==> config.mk <==
export PLATFORM = sky130hd
export DESIGN_NAME = multicycle_controller
export DESIGN_NICKNAME = d
export VERILOG_FILES = /design/src/rtl/multicycle_controller.sv
export SDC_FILE = /design/constraint.sdc
export NUM_CORES = 1
export LEC_CHECK = 0
export BUFFER_PORTS_ARGS = -buffer_cell sky130_fd_sc_hd__buf_2
export CAP_MARGIN = 40
export CORE_MARGIN = 1.5
export CORE_UTILIZATION = 30
export CTS_CLUSTER_DIAMETER = 100
export CTS_CLUSTER_SIZE = 40
export DETAILED_ROUTE_END_ITERATION = 10
export PLACE_DENSITY = 0.49
export SLEW_MARGIN = 0
export SYNTH_ARGS = -nofsm -noshare
export SYNTH_HDL_FRONTEND = slang
export SYNTH_SLANG_ARGS = --single-unit
==> constraint.sdc <==
create_clock -name clk -period 2.2 [get_ports clk]
set_input_delay 0.11 -clock clk [delete_from_list [all_inputs] [get_ports clk]]
set_output_delay 0.11 -clock clk [all_outputs]
set_load 0.02 [all_outputs]
==> src/rtl/multicycle_controller.sv <==
// -----------------------------------------------------------------------------
// multicycle_controller
//   Main control FSM for the multicycle RV32I core. Sequences the shared ALU,
//   register file, instruction register and unified memory through
//   Fetch / Decode / Execute / Memory / Writeback steps for lw, sw, R-type,
//   I-type ALU, beq and jal. Any other opcode is flagged illegal in Decode and
//   the instruction is dropped (straight back to Fetch).
//
// Ports
//   clk        in   rising-edge clock
//   reset      in   asynchronous, active-high reset
//   op[6:0]    in   opcode from the instruction register
//   zero       in   ALU Zero flag (only consulted in the BEQ state)
//   mem_ready  in   memory completed the current access this cycle
//   PCWrite    out  PC enable = PCUpdate | (Branch & zero)
//   AdrSrc     out  memory address select: 0 = PC, 1 = Result
//   MemWrite   out  memory write strobe
//   IRWrite    out  instruction register / OldPC enable
//   ResultSrc  out  00 = ALUOut, 01 = Data, 10 = ALUResult
//   ALUSrcA    out  00 = PC, 01 = OldPC, 10 = A
//   ALUSrcB    out  00 = WriteData, 01 = ImmExt, 10 = constant 4
//   ALUOp      out  00 = add, 01 = sub, 10 = use funct fields
//   RegWrite   out  register file write enable
//   illegal    out  one-cycle pulse when Decode sees an unsupported opcode
//   state[3:0] out  current state encoding (debug)
//
// The Moore part of the decode is registered: it is computed from the next
// state and loaded on the same edge as the state register, so the outputs
// are flop-driven. Only the mem_ready gating in Fetch, the zero term of the
// branch, the opcode check in Decode and the reset forcing are combinational.
// -----------------------------------------------------------------------------
module multicycle_controller (
  input  logic       clk,
  input  logic       reset,
  input  logic [6:0] op,
  input  logic       zero,
  input  logic       mem_ready,
  output logic       PCWrite,
  output logic       AdrSrc,
  output logic       MemWrite,
  output logic       IRWrite,
  output logic [1:0] ResultSrc,
  output logic [1:0] ALUSrcA,
  output logic [1:0] ALUSrcB,
  output logic [1:0] ALUOp,
  output logic       RegWrite,
  output logic       illegal,
  output logic [3:0] state
);

  typedef enum logic [3:0] {
    S0_FETCH    = 4'd0,
    S1_DECODE   = 4'd1,
    S2_MEMADR   = 4'd2,
    S3_MEMREAD  = 4'd3,
    S4_MEMWB    = 4'd4,
    S5_MEMWRITE = 4'd5,
    S6_EXECR    = 4'd6,
    S7_ALUWB    = 4'd7,
    S8_EXECI    = 4'd8,
    S9_JAL      = 4'd9,
    S10_BEQ     = 4'd10
  } state_t;

  localparam logic [6:0] OP_LW   = 7'b0000011;
  localparam logic [6:0] OP_SW   = 7'b0100011;
  localparam logic [6:0] OP_R    = 7'b0110011;
  localparam logic [6:0] OP_I    = 7'b0010011;
  localparam logic [6:0] OP_JAL  = 7'b1101111;
  localparam logic [6:0] OP_BEQ  = 7'b1100011;

  // Moore control word; fetch marks S0 where IRWrite/PCUpdate follow mem_ready.
  typedef struct packed {
    logic       adr_src;
    logic [1:0] result_src;
    logic [1:0] alu_src_a;
    logic [1:0] alu_src_b;
    logic [1:0] alu_op;
    logic       mem_write;
    logic       reg_write;
    logic       fetch;
    logic       pc_update;
    logic       branch;
  } ctrl_t;

  state_t state_r;
  state_t next_state_s;
  ctrl_t  ctrl_r;

  // Control word for a given state; unused encodings decode to all zeros.
  function automatic ctrl_t decode_ctrl(input state_t s);
    ctrl_t c;
    c = '0;
    case (s)
      S0_FETCH: begin
        c.alu_src_b  = 2'b10;
        c.result_src = 2'b10;
        c.fetch      = 1'b1;
      end
      S1_DECODE: begin
        c.alu_src_a = 2'b01;
        c.alu_src_b = 2'b01;
      end
      S2_MEMADR: begin
        c.alu_src_a = 2'b10;
        c.alu_src_b = 2'b01;
      end
      S3_MEMREAD: begin
        c.adr_src = 1'b1;
      end
      S4_MEMWB: begin
        c.result_src = 2'b01;
        c.reg_write  = 1'b1;
      end
      S5_MEMWRITE: begin
        c.adr_src   = 1'b1;
        c.mem_write = 1'b1;
      end
      S6_EXECR: begin
        c.alu_src_a = 2'b10;
        c.alu_op    = 2'b10;
      end
      S7_ALUWB: begin
        c.reg_write = 1'b1;
      end
      S8_EXECI: begin
        c.alu_src_a = 2'b10;
        c.alu_src_b = 2'b01;
        c.alu_op    = 2'b10;
      end
      S9_JAL: begin
        c.alu_src_a = 2'b01;
        c.alu_src_b = 2'b10;
        c.pc_update = 1'b1;
      end
      S10_BEQ: begin
        c.alu_src_a = 2'b10;
        c.alu_op    = 2'b01;
        c.branch    = 1'b1;
      end
      default: begin
        c = '0;
      end
    endcase
    return c;
  endfunction

  // True for the opcodes this controller knows how to sequence.
  function automatic logic op_supported(input logic [6:0] o);
    return (o == OP_LW) || (o == OP_SW) || (o == OP_R) ||
           (o == OP_I) || (o == OP_JAL) || (o == OP_BEQ);
  endfunction

  // Next-state logic, including the memory-ready stalls.
  always_comb begin
    next_state_s = S0_FETCH;
    case (state_r)
      S0_FETCH:    next_state_s = mem_ready ? S1_DECODE : S0_FETCH;
      S1_DECODE: begin
        case (op)
          OP_LW, OP_SW: next_state_s = S2_MEMADR;
          OP_R:         next_state_s = S6_EXECR;
          OP_I:         next_state_s = S8_EXECI;
          OP_JAL:       next_state_s = S9_JAL;
          OP_BEQ:       next_state_s = S10_BEQ;
          default:      next_state_s = S0_FETCH;
        endcase
      end
      S2_MEMADR:   next_state_s = op[5] ? S5_MEMWRITE : S3_MEMREAD;
      S3_MEMREAD:  next_state_s = mem_ready ? S4_MEMWB : S3_MEMREAD;
      S4_MEMWB:    next_state_s = S0_FETCH;
      S5_MEMWRITE: next_state_s = mem_ready ? S0_FETCH : S5_MEMWRITE;
      S6_EXECR:    next_state_s = S7_ALUWB;
      S7_ALUWB:    next_state_s = S0_FETCH;
      S8_EXECI:    next_state_s = S7_ALUWB;
      S9_JAL:      next_state_s = S7_ALUWB;
      S10_BEQ:     next_state_s = S0_FETCH;
      default:     next_state_s = S0_FETCH;
    endcase
  end

  // State register with the registered Moore control word alongside it.
  always_ff @(posedge clk or posedge reset) begin
    if (reset) begin
      state_r <= S0_FETCH;
      ctrl_r  <= decode_ctrl(S0_FETCH);
    end else begin
      state_r <= next_state_s;
      ctrl_r  <= decode_ctrl(next_state_s);
    end
  end

  // Output assembly: reset forces every enable low, selects keep S0 values.
  always_comb begin
    AdrSrc    = ctrl_r.adr_src;
    ResultSrc = ctrl_r.result_src;
    ALUSrcA   = ctrl_r.alu_src_a;
    ALUSrcB   = ctrl_r.alu_src_b;
    ALUOp     = ctrl_r.alu_op;
    state     = state_r;
    if (reset) begin
      PCWrite  = 1'b0;
      IRWrite  = 1'b0;
      MemWrite = 1'b0;
      RegWrite = 1'b0;
      illegal  = 1'b0;
    end else begin
      IRWrite  = ctrl_r.fetch & mem_ready;
      PCWrite  = (ctrl_r.fetch & mem_ready) | ctrl_r.pc_update |
                 (ctrl_r.branch & zero);
      MemWrite = ctrl_r.mem_write;
      RegWrite = ctrl_r.reg_write;
      illegal  = (state_r == S1_DECODE) & ~op_supported(op);
    end
  end

endmodule

# Word level (Yosys, flattened, before mapping)
# Index checks and enable logic that the tools add are counted.
# totals
register_bits	18
in_bits	11
out_inout_bits	18
word_cells	77
# classes
eq_ne	23
muxes	21
bitwise_logic	6
n_reduce_logical	16
# op_table
op	n
equality test 4 x 3 -> 1 bit, second input constant	6
one-hot mux 4 bit (6 select lines)	1
equality test 4 bit, second input constant	5
one-hot mux 4 bit (5 select lines)	1
equality test 4 x 2 -> 1 bit, second input constant	4
one-hot mux 2 bit (2 select lines)	4
equality test 7 x 6 -> 1 bit, second input constant	2
equality test 7 bit, second input constant	2
2-to-1 mux 1 bit	12
OR reduction 2 bit	6
2-to-1 mux 3 bit	3
equality test 4 x 1 -> 1 bit, second input constant	2
zero test 4 bit	2
equality test 7 x 2 -> 1 bit, second input constant	1
equality test 7 x 5 -> 1 bit, second input constant	1
OR reduction 3 bit	2
logical OR 1 bit	5
OR reduction 4 bit	1
AND 1 bit	3
bitwise OR 1 bit	2
inverter 1 bit	1

# Depth between registers and ports, before layout
# Gate-level depths: netlist (run 1).
# logic_depth
word_depth	9
mapped_depth	7
ltp_nobuf	6

# Least setup slack after synthesis (run 1)
# Ideal clock, no wire load.
# synth_path
kind	register -> register
start	reg state_r[3], in the netlist state[3]
end	reg ctrl_r, in the netlist ALUSrcB[1]
setup_time_ps	82
t_arrival_ps	2066
t_required_ps	2118
setup_slack_ps	52
stages_incl_launch_ff	7
n_path_buf	1
path_cell_list	dfrtp_1 -> buf_6 -> or4b_4 -> or3_1 -> nor3b_4 -> and4_4 -> or2_1
# synth_between
elab_chain_cells	6
word_cells_on_any_way	18
cone_classes	eq/ne (11); mux (2); reduce/logical (5)
# synth_rtl
item	line	text
start: declaration	86	state_t state_r;
start signal: assignment	188	state_r <= next_state_s;
equality test 4 bit or equality test 4 x 3 -> 1 bit (tied branches)	157	case (state_r)
OR reduction 3 bit (no line)	-	
one-hot mux 4 bit (6 select lines) *	157	
equality test 4 bit, or another cell as far along	94	case (s)
OR reduction 3 bit (no line) or OR reduction 2 bit (tied branches)	-	
one-hot mux 2 bit (2 select lines) *	94	
end signal: assignment	186	ctrl_r <= decode_ctrl(S0_FETCH);
end signal: assignment	189	ctrl_r <= decode_ctrl(next_state_s);
end: declaration	88	ctrl_t ctrl_r;
# Mark *: on every way between the ends. The rest lies on a longest branch, timed or not.

# Worst setup path after layout (run 1)
# layout_path
start	reg state_r[1], in the netlist state[1]
end	reg ctrl_r, in the netlist AdrSrc
# layout_between
elab_chain_cells	6
word_cells_on_any_way	14
cone_classes	eq/ne (9); mux (2); reduce/logical (3)
# layout_rtl
item	line	text
equality test 4 bit or equality test 4 x 3 -> 1 bit (tied branches)	157	
OR reduction 3 bit (no line)	-	
one-hot mux 4 bit (6 select lines) *	157	
named net next_state_s[1]	87	state_t next_state_s;
equality test 4 x 3 -> 1 bit or equality test 4 x 2 -> 1 bit (tied branches)	94	
OR reduction 2 bit (no line) *	-	
2-to-1 mux 1 bit *	94	
# The timed path passes the listed nets; every way through them passes the cells marked *.

==> metrics.md, run 1 <==
| Metric | Value |
|---|---|
| Critical path class | `flip-flop to flip-flop` |
| Routed len/inst | `12.1 µm` |
| Worst path required time | `2.38 ns` |
| Remaining routing DRC violations | `0` |
| Antenna Nets Post-Route | `0` |
| Die Height | `60.1 µm` |
| H-tree Lvls | `1` |
| Final Slew Violations | `0` |
| Syn. warnings | `0` |
| Hold Path Class | `input port to flip-flop` |
| RSZ-0062 raised after global routing | `false` |
| Combinational power share | `a little over a third` |
| Worst r2r path cells | `6` |
| Worst r2r src | `state[1]` |
| Most used flip-flop cell after synthesis | `dfrtp_1` |
| Pre-CTS worst setup slack | `roughly 0.2 ns` |
| Die area | `between 3000 and 4000 µm²` |
| TritonCTS clock tree | `built` |
| Avg Cell Area, Syn | `~9.8 µm²` |
| Crit path capture | `AdrSrc` |
| Synth top cells by count | `14 x dfrtp_1, 8 x buf_4, 7 x nor2_1` |
| Aggregate global-route resource usage | `between 10% and 20%` |
| Gr ovfl total | `0` |
| PnR worst setup slack | `roughly 0.19 ns` |
| Layout filler cell count | `311` |
| Total leakage power | `0.000602 µW` |
| Vias per std cell | `4.62` |
| Root buf cell | `clkbuf_4` |
| Count leader, synth | `dfrtp_1` |
| Detailed-route wire length | `around 2100 µm` |
| Critical Path Source | `state[1]` |
| DRT iter0 DRCs | `10` |
| CORE AREA | `approximately 3100 µm²` |
| CP Capture Type | `flip-flop` |
| Clock skew | `0.000647 ns` |
| Clock sinks | `17` |
| Worst-path fanout max | `5` |
| Fmax | `~0.5 GHz` |
| Number of synthesized flops with an enable pin | `0` |
| Detail Placement HPWL | `between 1500 and 2000 µm` |
| IO Count | `29` |
| Site row count | `20` |
| Final hold violations | `0` |
| Final min period | `~2 ns` |
| Nets | `approximately 140` |
| Synthesized flop and latch total | `17` |
| Final setup viols | `0` |
| Sw Ratio | `about a third` |
| TritonCTS Buffers | `3` |
| Setup crit start kind | `flip-flop` |
| Clock transition at path regs | `approximately 0.10 ns` |
| Worst-Margin Slew | `approximately 0.76 ns` |
| Bufs on Longest Clock Path | `2` |
| Flop pwr share | `about 45%` |
| Starting Density | `a little under a third` |
| Crit path arrival time | `2.19 ns` |
| Clock network fraction of design power | `a little under a fifth` |
| DR pass1 iterations | `4` |
| Status | `completed` |
| Largest net degree at the start of global routing | `18` |
| Register area share after synthesis | `approximately 44%` |
| Routed vias | `about 800` |
| Synth Net Count | `roughly 110` |
| Synth cell types | `38` |
| Port Buffer Count | `28` |
| Share of layout cells above drive strength 1 | `between 40% and 50%` |
| Antenna violations before repair | `0` |
| Worst R2R Setup Slack | `between 0.15 and 0.2 ns` |
| Ant diodes | `0` |
| First-pass GRT wire length | `3280 µm` |
| Post-synthesis cell count | `100` |
| Internal power | `around 570 µW` |
| Die width | `roughly 60 µm` |
| Peak VDD IR | `between 150 and 200 µV` |
| Ys async rst share | `100%` |
| NetSw | `between 200 and 300 µW` |
| Synth-to-layout area growth | `20.0%` |
| Post-Syn Area | `about 1000 µm²` |
| Max Cap Violations | `0` |
| Setup Fix Bufs, Post-CTS | `0` |
| Fin crit share | `between 90% and 100%` |
| Top post-synthesis cells by area | `dfrtp_1 36%, dfstp_2 8.1%, buf_4 6.1%, or3b_2 3.6%, nand2b_1 3.2%` |
| Pwr dens | `between 700 and 800 nW/µm²` |
| Vias in the first global route | `710` |
| Rel. slew slack | `48.7%` |
| Reg-to-Reg End | `AdrSrc` |
| Setup_tns | `0 ns` |
| GPL Wtd Cong | `approximately 0.76` |
| Share of the synthesized area in the top cell type | `35.9%` |
| Skew-Pair Late Insertion Delay | `0.28 ns` |
| Leading area contributor after synthesis | `dfrtp_1` |
==> how the worst min path moves through the flow <==
| stage | endpoint | from | depth (start not counted) |
|---|---|---|---|
| after CTS | ResultSrc[0] | mem_ready | 3 |
| after global routing | ResultSrc[0] | mem_ready | 3 |
| after global placement | ctrl_r[3] | reset | 3 |
| final | ResultSrc[0] | mem_ready | 3 |
| after detailed placement | ctrl_r[3] | reset | 3 |
| after floorplan | ALUOp[1] | reset | 1 |
==> routing by layer <==
layer / wire length, µm / share of wire (%) / vias to the layer above / GRT usage, %
li1: - / - / 397 / -
met4: 34 / 1.6 / 0 / 8.57
met5: 0 / 0 / - / 0
met3: 83 / 4.0 / 2 / 1.30
met1: 947 / 46 / 364 / 16.1
met2: 1010 / 49 / 27 / 20.0
==> power by group through the flow <==
| stage | logic [µW] | clock network [µW] | registers [µW] |
|---|---|---|---|
| finish | 311 | 164 | 386 |
| detailed placement | 313 | 0 | 393 |
| global placement | 311 | 0 | 393 |
| global route | 340 | 191 | 389 |
| CTS | 315 | 172 | 387 |
| floorplan | 229 | 0 | 408 |
==> layout make-up <==
type / instances / area [µm²] / share of cell area [%]
Clock inverter: 1 / 5.00 / 0.427
Timing Repair Buffer: 35 / 195 / 16.6
Multi-Input combinational cell: 65 / 443 / 37.8
Inverter: 6 / 22.5 / 1.92
Clock buffer: 3 / 22.5 / 1.92
Sequential cell: 17 / 429 / 36.6
Tap cell: 44 / 55.1 / 4.70
==> cells by family after synthesis <==
group / after synthesis / share of synthesized area, %
xor gates and xnor gates: 1 / 0.896
DFF: 17 / 43.9
AOI/OAI and AO/OA: 15 / 9.99
and+or+nand+nor: 48 / 33.4
buffers and inverters: 18 / 10.8
adders and majority gates: 1 / 1.02
==> sequential cells by signal (all words and copies together) (netlist names) <==
signal and flops:
ALUOp 1, ALUSrcA 2, ALUSrcB 2, AdrSrc 1, ResultSrc 2, ctrl_r 5, state 4
==> what timing repair did <==
item / in CTS / in global routing
endpoints found under the hold margin: 14 / 0
hold buffers: 1 / 0
resized for setup: 0 / 0
==> cell usage in the layout, fill, tap and decap left out, drive strengths merged <==
cell         netlist  routed
a211o              1       1
a211oi             1       1
a21oi              5       5
and3               1       1
and4               2       2
buf                9      34
clkbuf             3       3
clkinv             0       1
dfrtp             14      14
dfstp              3       3
dlygate4sd3        0       1
inv                6       6
maj3               1       1
nand2              5       5
nand2b             5       5
nand3              4       4
nand3b             3       3
nand4bb            2       2
nor2               7       7
nor2b              2       2
nor3               2       2
nor3b              1       1
nor4               2       2
nor4b              2       2
o2111ai            1       1
o211a              1       1
o21a               1       1
o21ai              3       3
o21bai             1       1
o31ai              1       1
or2                3       3
or2b               1       1
or3                1       1
or3b               4       4
or4b               1       1
xor2               1       1
==> worst max-delay path, stage by stage, from the launching register on <==
cell      delay (ns)
dfrtp_1         0.39
or4b_4          0.57
or2_2           0.32
o211a_1         0.28
inv_1           0.09
nor3_1          0.07
nand2b_1        0.19
==> through the flow <==
step           area, µm²  utilization (%)  std cells  total power (µW)  hold slack (ns)
6_report            1170             38.1        171               860            0.139
3_3_place_gp        1130             36.9        166               704            0.200
3_5_place_dp        1130             36.9        166               706            0.204
5_1_grt             1170             38.1        171               920            0.147
2_1_floorplan        977                -        100               637           0.0392
4_1_cts             1170             38.1        171               874            0.132
Power figures use the tool's default switching activity.
==> inputs of run 2 (changes only) <==
Settings changed: CORE_UTILIZATION 30 to 38, PLACE_DENSITY 0.49 to 0.6.
==> run 2 against run 1 <==
Compared with the run above:
- cell area decreased by 1.5%
- register-to-register slack barely moved
- die area down 20%
- largest cell class unchanged
==> metrics.md, run 2 (same netlist as run 1, synthesis figures left out) <==
| Metric | Value |
|---|---|
| Die width | `53.7 µm (was 60.1 µm)` |
| Sw Ratio | `33.9% (was 34.2%)` |
| Final hold violations | `0 (unchanged)` |
| Final Slew Violations | `0 (unchanged)` |
| Die area | `2880 µm² (was 3610 µm²)` |
| Flop pwr share | `45.3% (was 44.8%)` |
| Clock skew | `0.0104 ns (was 0.000647 ns)` |
| RSZ-0062 raised after global routing | `false (unchanged)` |
| Crit path arrival time | `2.23 ns (was 2.19 ns)` |
| Largest Register | `ctrl_r (unchanged)` |
| Antenna violations before repair | `0 (unchanged)` |
| CTS resizes | `0 (unchanged)` |
| Bufs on Longest Clock Path | `2 (unchanged)` |
| Commonest non-fill, non-tap cell in the layout | `buf_2 (unchanged)` |
| CP top delay family | `simple AND/OR/NAND/NOR gates (unchanged)` |
| Root buf cell | `clkbuf_4 (unchanged)` |
| Critical path class | `flip-flop to flip-flop (unchanged)` |
| Clock network fraction of design power | `18.4% (was 19.0%)` |
| Final min period | `2.01 ns (about the same)` |
| TritonCTS clock tree | `built (unchanged)` |
| Port Buffer Count | `28 (unchanged)` |
| Largest net degree at the start of global routing | `19 (was 18)` |
| Share of layout cells above drive strength 1 | `40.2% (unchanged)` |
| DR pass1 iterations | `4 (unchanged)` |
| Worst path required time | `2.42 ns (was 2.38 ns)` |
| CP Capture Type | `flip-flop (unchanged)` |
| Starting Density | `39.8% (was 31.7%)` |
| Detailed-route wire length | `1990 µm (was 2070 µm)` |
| TritonCTS Buffers | `3 (unchanged)` |
| Hold Path Class | `input port to flip-flop (unchanged)` |
| Gr ovfl total | `0 (unchanged)` |
| Final setup viols | `0 (unchanged)` |
| Nets | `139 (unchanged)` |
| Internal power | `566 µW (about the same)` |
| Fmax | `0.499 GHz (was 0.498 GHz)` |
| Aggregate global-route resource usage | `15.5% (was 12.7%)` |
| GPL Wtd Cong | `0.875 (was 0.764)` |
| Vias in the first global route | `720 (was 710)` |
| Site row count | `18 (was 20)` |
| Routed len/inst | `12.7 µm (was 12.1 µm)` |
| Pwr dens | `741 nW/µm² (was 734 nW/µm²)` |
| Slowest cell on crit path | `or4b_4 (unchanged)` |
| Combinational power share | `36.3% (was 36.2%)` |
| Fin crit share | `91.1% (was 91.3%)` |
| Synth-to-layout area growth | `18.2% (was 20.0%)` |
| Die Height | `53.7 µm (was 60.1 µm)` |
| Max Cap Violations | `0 (unchanged)` |
| NetSw | `290 µW (was 294 µW)` |
| Setup_tns | `0 ns (unchanged)` |
| # hold bufs at CTS | `1 (unchanged)` |
| Max reg flops | `5 (unchanged)` |
| CORE AREA | `2450 µm² (was 3080 µm²)` |
| H-tree Lvls | `1 (unchanged)` |
| Worst-path cell chain | `or4b_4, or3_1, nor3b_4, and4_4, or2_1 (was or4b_4, or2_2, o211a_1, inv_1, nor3_1, nand2b_1)` |
| IO Count | `29 (unchanged)` |
| Setup crit start kind | `flip-flop (unchanged)` |
| Most frequent cells in the layout | `28 x buf_2, 14 x dfrtp_1, 7 x nor2_1, 6 x inv_1, 6 x buf_4 (unchanged)` |
| Setup Fix Bufs, Post-CTS | `0 (unchanged)` |
| Rel. slew slack | `52.3% (was 48.7%)` |
| Peak VDD IR | `465 µV (was 170 µV)` |
| Worst-Margin Slew | `0.708 ns (was 0.762 ns)` |
| Clock transition at path regs | `0.10 ns (about the same)` |
| First-pass GRT wire length | `3210 µm (was 3280 µm)` |
| Hold WS | `0.145 ns (was 0.139 ns)` |
| Clock sinks | `17 (unchanged)` |
| Remaining routing DRC violations | `0 (unchanged)` |
| Status | `completed (unchanged)` |
| Vias per std cell | `5.07 (was 4.62)` |
| CP peak stage delay | `0.57 ns (about the same)` |
| DRT iter0 DRCs | `13 (was 10)` |
| Total leakage power | `0.000602 µW (unchanged)` |
| Antenna Nets Post-Route | `0 (unchanged)` |
| Worst path buffer plus inverter count | `0 (was 1)` |
| Worst-path fanout max | `5 (unchanged)` |
| Routed vias | `796 (was 790)` |
| Ant diodes | `0 (unchanged)` |
| Skew-Pair Late Insertion Delay | `0.29 ns (was 0.28 ns)` |
| Detail Placement HPWL | `1610 µm (was 1640 µm)` |
## run 2: cell counts in the layout (fill, tap and decap cells not counted)
No cell type changed its count.
## run 2: worst reg2reg max path, delay by kind of cell, from the launching register on
kind             cells  cell delay (ns)
DFF                  1             0.39
and+or+nand+nor      5             1.56
## run 2: power by group through the flow
stage          clock network (µW)  registers (µW)  logic [µW]
2_1_floorplan                   0             408         229
3_3_place_gp                    0             393         306
3_5_place_dp                    0             395         310
4_1_cts                       165             389         312
5_1_grt                       186             393         341
6_report                      157             388         311
## run 2: final timing paths
kind                                start           end  slack, ns  depth (start not counted)
worst max-delay path             state[1]    ALUSrcB[1]       0.19                          5
worst min-delay path            mem_ready  ResultSrc[0]       0.15                          3
worst max register to register   state[1]    ALUSrcB[1]       0.19                          5
worst min register to register   state[0]  ResultSrc[0]       0.72                          3
max in group asynchronous           reset    ALUSrcB[1]       1.54                          4
min in group asynchronous           reset  ResultSrc[0]       0.41                          4
## run 2: cell type report
| cell class | instances | area, µm² |
|---|---|---|
| clock buffer | 3 | 22.5 |
| clock inverter | 1 | 5.00 |
| fill | 236 | 1300 |
| inverter | 6 | 22.5 |
| multi-input combinational | 65 | 443 |
| sequential | 17 | 429 |
| tap | 30 | 37.5 |
| timing repair buffer | 35 | 195 |
## run 2: metal layers
layer / up-vias / track usage (%) / share of wire (%)
li1: 399 / - / -
met1: 371 / 19.0 / 45
met2: 26 / 25.4 / 49
met3: 0 / 5.00 / 5.6
met4: 0 / 5.13 / 0
met5: - / 0 / 0
## run 2: stage by stage
step	std cells	total power [µW]	setup WS [ns]	utilization (%)	cell area [µm²]
after CTS	157	866	0.203	47.0	1150
after global routing	157	920	0.109	47.0	1150
after floorplan	100	637	0.0520	-	977
after detailed placement	152	705	0.201	45.5	1120
final	157	856	0.195	47.0	1150
after global placement	152	699	0.252	45.5	1120
==> inputs of run 3 (changes only) <==
Settings changed: ABC_AREA from default to 1, CORE_ASPECT_RATIO from default to 1.5, SETUP_SLACK_MARGIN from default to 0.3.
==> run 3 against run 2 <==
Compared with the run above:
- first-iteration DRC count grew 62%
- die area shrank 1.8%
- clock power grew 3%
- register-to-register slack gained 0.56 ns
- utilization shrank 1.5 points
- critical path depth shrank 1
- clock skew shrank 0.0068 ns
- sequential power grew 21%
- setup slack gained 0.31 ns
- sequential share of layout area grew 1.8 points
- synthesized area shrank 2.2%
- worst hold slack gained 0.030 ns
- critical endpoint is now illegal
- largest cell class is now flip-flops and latches
- highest routed layer is now met4
==> metrics.md, run 3 <==
| Metric | Value |
|---|---|
| First-pass GRT wire length | `3260 µm (was 3210 µm)` |
| Slowest cell on crit path | `dfrtp_1 (was or4b_4)` |
| Top routing layer used | `met4 (was met3)` |
| Ys async rst share | `100% (unchanged)` |
| Synth Area in Compound Gates | `1.05% (was 9.99%)` |
| DRT iter0 DRCs | `21 (was 13)` |
| Bufs on Longest Clock Path | `2 (unchanged)` |
| Largest Register | `ctrl_r (unchanged)` |
| Die Height | `64.4 µm (was 53.7 µm)` |
| Setup crit start kind | `flip-flop (unchanged)` |
| Ant diodes | `0 (unchanged)` |
| TritonCTS clock tree | `built (unchanged)` |
| Routed vias | `826 (was 796)` |
| Die area | `2830 µm² (was 2880 µm²)` |
| Mux cell area share after synthesis | `0% (unchanged)` |
| Starting Density | `39.5% (was 39.8%)` |
| Root buf cell | `clkbuf_4 (unchanged)` |
| Layout filler cell count | `262 (was 236)` |
| Worst-Margin Slew | `0.609 ns (was 0.708 ns)` |
| CP top delay family | `simple AND/OR/NAND/NOR gates (unchanged)` |
| CP peak stage delay | `0.43 ns (was 0.57 ns)` |
| RSZ-0062 raised after global routing | `false (unchanged)` |
| IO Count | `29 (unchanged)` |
| Pwr dens | `1150 nW/µm² (was 741 nW/µm²)` |
| Peak VDD IR | `413 µV (was 465 µV)` |
| Worst path required time | `2.09 ns (was 2.42 ns)` |
| Synth cell types | `17 (was 38)` |
| Worst-path cell chain | `nor2_4, nand2_2, nor4_1, buf_2 (was or4b_4, or3_1, nor3b_4, and4_4, or2_1)` |
| Site row count | `22 (was 18)` |
| TritonCTS Buffers | `3 (unchanged)` |
| Port Buffer Count | `28 (unchanged)` |
| Synth-to-layout area growth | `15.3% (was 18.2%)` |
| H-tree Lvls | `1 (unchanged)` |
| Max Cap Violations | `0 (unchanged)` |
| Antenna violations before repair | `0 (unchanged)` |
| Final Slew Violations | `0 (unchanged)` |
| M1 wire length | `678 µm (was 899 µm)` |
| Share of layout cells above drive strength 1 | `32.7% (was 40.2%)` |
| Combinational power share | `50.4% (was 36.3%)` |
| Register area share after synthesis | `44.9% (was 43.9%)` |
| Skew-Pair Late Insertion Delay | `0.28 ns (was 0.29 ns)` |
| Status | `completed (unchanged)` |
| Met3 routed WL | `90 µm (was 111 µm)` |
| Nets | `162 (was 139)` |
| DR pass1 iterations | `4 (unchanged)` |
| Detailed-route wire length | `1820 µm (was 1990 µm)` |
| Final setup viols | `0 (unchanged)` |
| Post-Synth XOR/XNOR Area | `0% (was 0.896%)` |
| Count leader, synth | `nand2_1 (was dfrtp_1)` |
| Number of synthesized flops with an enable pin | `0 (unchanged)` |
| Setup_tns | `0 ns (unchanged)` |
| GPL Wtd Cong | `0.843 (was 0.875)` |
| Post-synthesis cell count | `125 (was 100)` |
| Fmax | `0.592 GHz (was 0.499 GHz)` |
| Remaining routing DRC violations | `0 (unchanged)` |
| Synth top cells by count | `28 x nand2_1, 21 x inv_1, 16 x nor2_1 (was 14 x dfrtp_1, 8 x buf_4, 7 x nor2_1)` |
| Leading area contributor after synthesis | `dfrtp_1 (unchanged)` |
| Flop pwr share | `37.0% (was 45.3%)` |
| Internal power | `686 µW (was 566 µW)` |
| Total leakage power | `0.000693 µW (was 0.000602 µW)` |
| Largest net degree at the start of global routing | `18 (was 19)` |
| DR WL met2 | `1030 µm (was 980 µm)` |
| CORE AREA | `2420 µm² (was 2450 µm²)` |
| Detail Placement HPWL | `1560 µm (was 1610 µm)` |
| Hold Path Class | `input port to flip-flop (unchanged)` |
| Crit path arrival time | `1.58 ns (was 2.23 ns)` |
| Gr ovfl total | `0 (unchanged)` |
| Clock sinks | `17 (unchanged)` |
| NetSw | `582 µW (was 290 µW)` |
| Die width | `44.0 µm (was 53.7 µm)` |
| Routed len/inst | `10.5 µm (was 12.7 µm)` |
| Share of the synthesized area in the top cell type | `36.6% (was 35.9%)` |
| Final hold violations | `0 (unchanged)` |
| Most used flip-flop cell after synthesis | `dfrtp_1 (unchanged)` |
| Antenna Nets Post-Route | `0 (unchanged)` |
| Fin crit share | `76.8% (was 91.1%)` |
| Max reg flops | `5 (unchanged)` |
| Top post-synthesis cells by area | `dfrtp_1 37%, nand2_1 11%, dfstp_2 8.2%, inv_1 8.2%, nand3_1 6.8% (was dfrtp_1 36%, dfstp_2 8.1%, buf_4 6.1%, or3b_2 3.6%, nand2b_1 3.2%)` |
| Synth Net Count | `136 (was 111)` |
| Rel. slew slack | `59.4% (was 52.3%)` |
| Setup Fix Bufs, Post-CTS | `0 (unchanged)` |
| Dominant combinational cell family by area after synthesis | `simple AND/OR/NAND/NOR gates (unchanged)` |
| Aggregate global-route resource usage | `15.3% (was 15.5%)` |
| Avg Cell Area, Syn | `7.65 µm² (was 9.77 µm²)` |
| CP Capture Type | `output port (was flip-flop)` |
| Critical path class | `flip-flop to output port (was flip-flop to flip-flop)` |
| Worst-path fanout max | `8 (was 5)` |
| Synth Area in Adders | `0% (was 1.02%)` |
| Worst path buffer plus inverter count | `1 (was 0)` |
| Vias in the first global route | `822 (was 720)` |
| Vias per std cell | `4.75 (was 5.07)` |
| Post-Syn Area | `956 µm² (was 977 µm²)` |
| Simple-Gate Fraction of Synth Area | `38.7% (was 33.4%)` |
| Clock network fraction of design power | `12.7% (was 18.4%)` |
| Final min period | `1.69 ns (was 2.01 ns)` |
| Dpl cells | `169 (was 152)` |
| Most frequent cells in the layout | `28 x nand2_1, 28 x buf_2, 21 x inv_1, 16 x nor2_1, 14 x dfrtp_1 (was 28 x buf_2, 14 x dfrtp_1, 7 x nor2_1, 6 x inv_1, 6 x buf_4)` |
| Synthesized flop and latch total | `17 (unchanged)` |
| Fin cells | `174 (was 157)` |
| Clock transition at path regs | `0.09 ns (was 0.10 ns)` |
| Sw Ratio | `45.9% (was 33.9%)` |
| Clock skew | `0.00357 ns (was 0.0104 ns)` |
| Syn. warnings | `0 (unchanged)` |
[run 3: cell types whose count changed after synthesis, sizes merged, moves of 4 or more]
cell	delta
or3b	-4
inv	+17
nand2	+29
nand3	+10
nand2b	-5
nor2	+15
[run 3: area by class of cell]
type,count,area (µm²),share of cell area (%)
inverter,23,86.3,7.83
multi-input combinational,77,380,34.5
clock buffer,4,26.3,2.38
timing repair buffer,29,150,13.6
sequential,17,429,38.9
tap,24,30.0,2.72
[run 3: repair_timing]
item,4_1_cts,5_1_grt
hold buffers,1,0
gates resized for setup,0,0
endpoints found under the hold margin,14,0
[run 3: final timing paths]
check | startpoint | endpoint | slack [ns] | cells after the start
worst max-delay path | state[3] | illegal | 0.51 | 4
worst min-delay path | op[4] | ctrl_r[1] | 0.18 | 4
worst max register to register | state[3] | ALUSrcA[1] | 0.75 | 8
worst min register to register | state[0] | ResultSrc[0] | 0.69 | 2
max in group asynchronous | reset | state[2] | 1.31 | 3
min in group asynchronous | reset | ResultSrc[0] | 0.50 | 3
[run 3: power groups by stage]
stage / Combinational [µW] / Sequential (µW) / Clock (µW)
after CTS: 646 / 471 / 168
final: 638 / 469 / 161
after global routing: 715 / 482 / 183
after global placement: 638 / 474 / 0
after detailed placement: 643 / 478 / 0
after floorplan: 479 / 508 / 0
[run 3: cell families after synthesis]
kind of cell,Yosys count
AND/OR/NAND/NOR,75
flip-flops,17
AO/OA/AOI/OAI,2
buffers and inverters,31
[run 3: through the flow]
stage / instance area [µm²] / util [%] / setup WS [ns] / total power (µW) / hold WS (ns)
2_1_floorplan: 956 / - / 0.538 / 987 / 0.0339
3_3_place_gp: 1070 / 44.0 / 0.806 / 1110 / 0.259
3_5_place_dp: 1070 / 44.0 / 0.740 / 1120 / 0.271
4_1_cts: 1100 / 45.5 / 0.487 / 1280 / 0.174
5_1_grt: 1100 / 45.5 / 0.355 / 1380 / 0.201
6_report: 1100 / 45.5 / 0.510 / 1270 / 0.176
[run 3: tightest hold or removal path, cell delays in order]
cell	delay [ns]
buf_2	0.11
nor2_1	0.06
nand2_2	0.10
nor2_4	0.05
[run 3: layer usage]
metal / global-route usage (%) / up-vias
li1: - / 426
met3: 2.51 / 4
met5: 0 / -
met1: 16.3 / 368
met4: 4.92 / 0
met2: 29.0 / 28
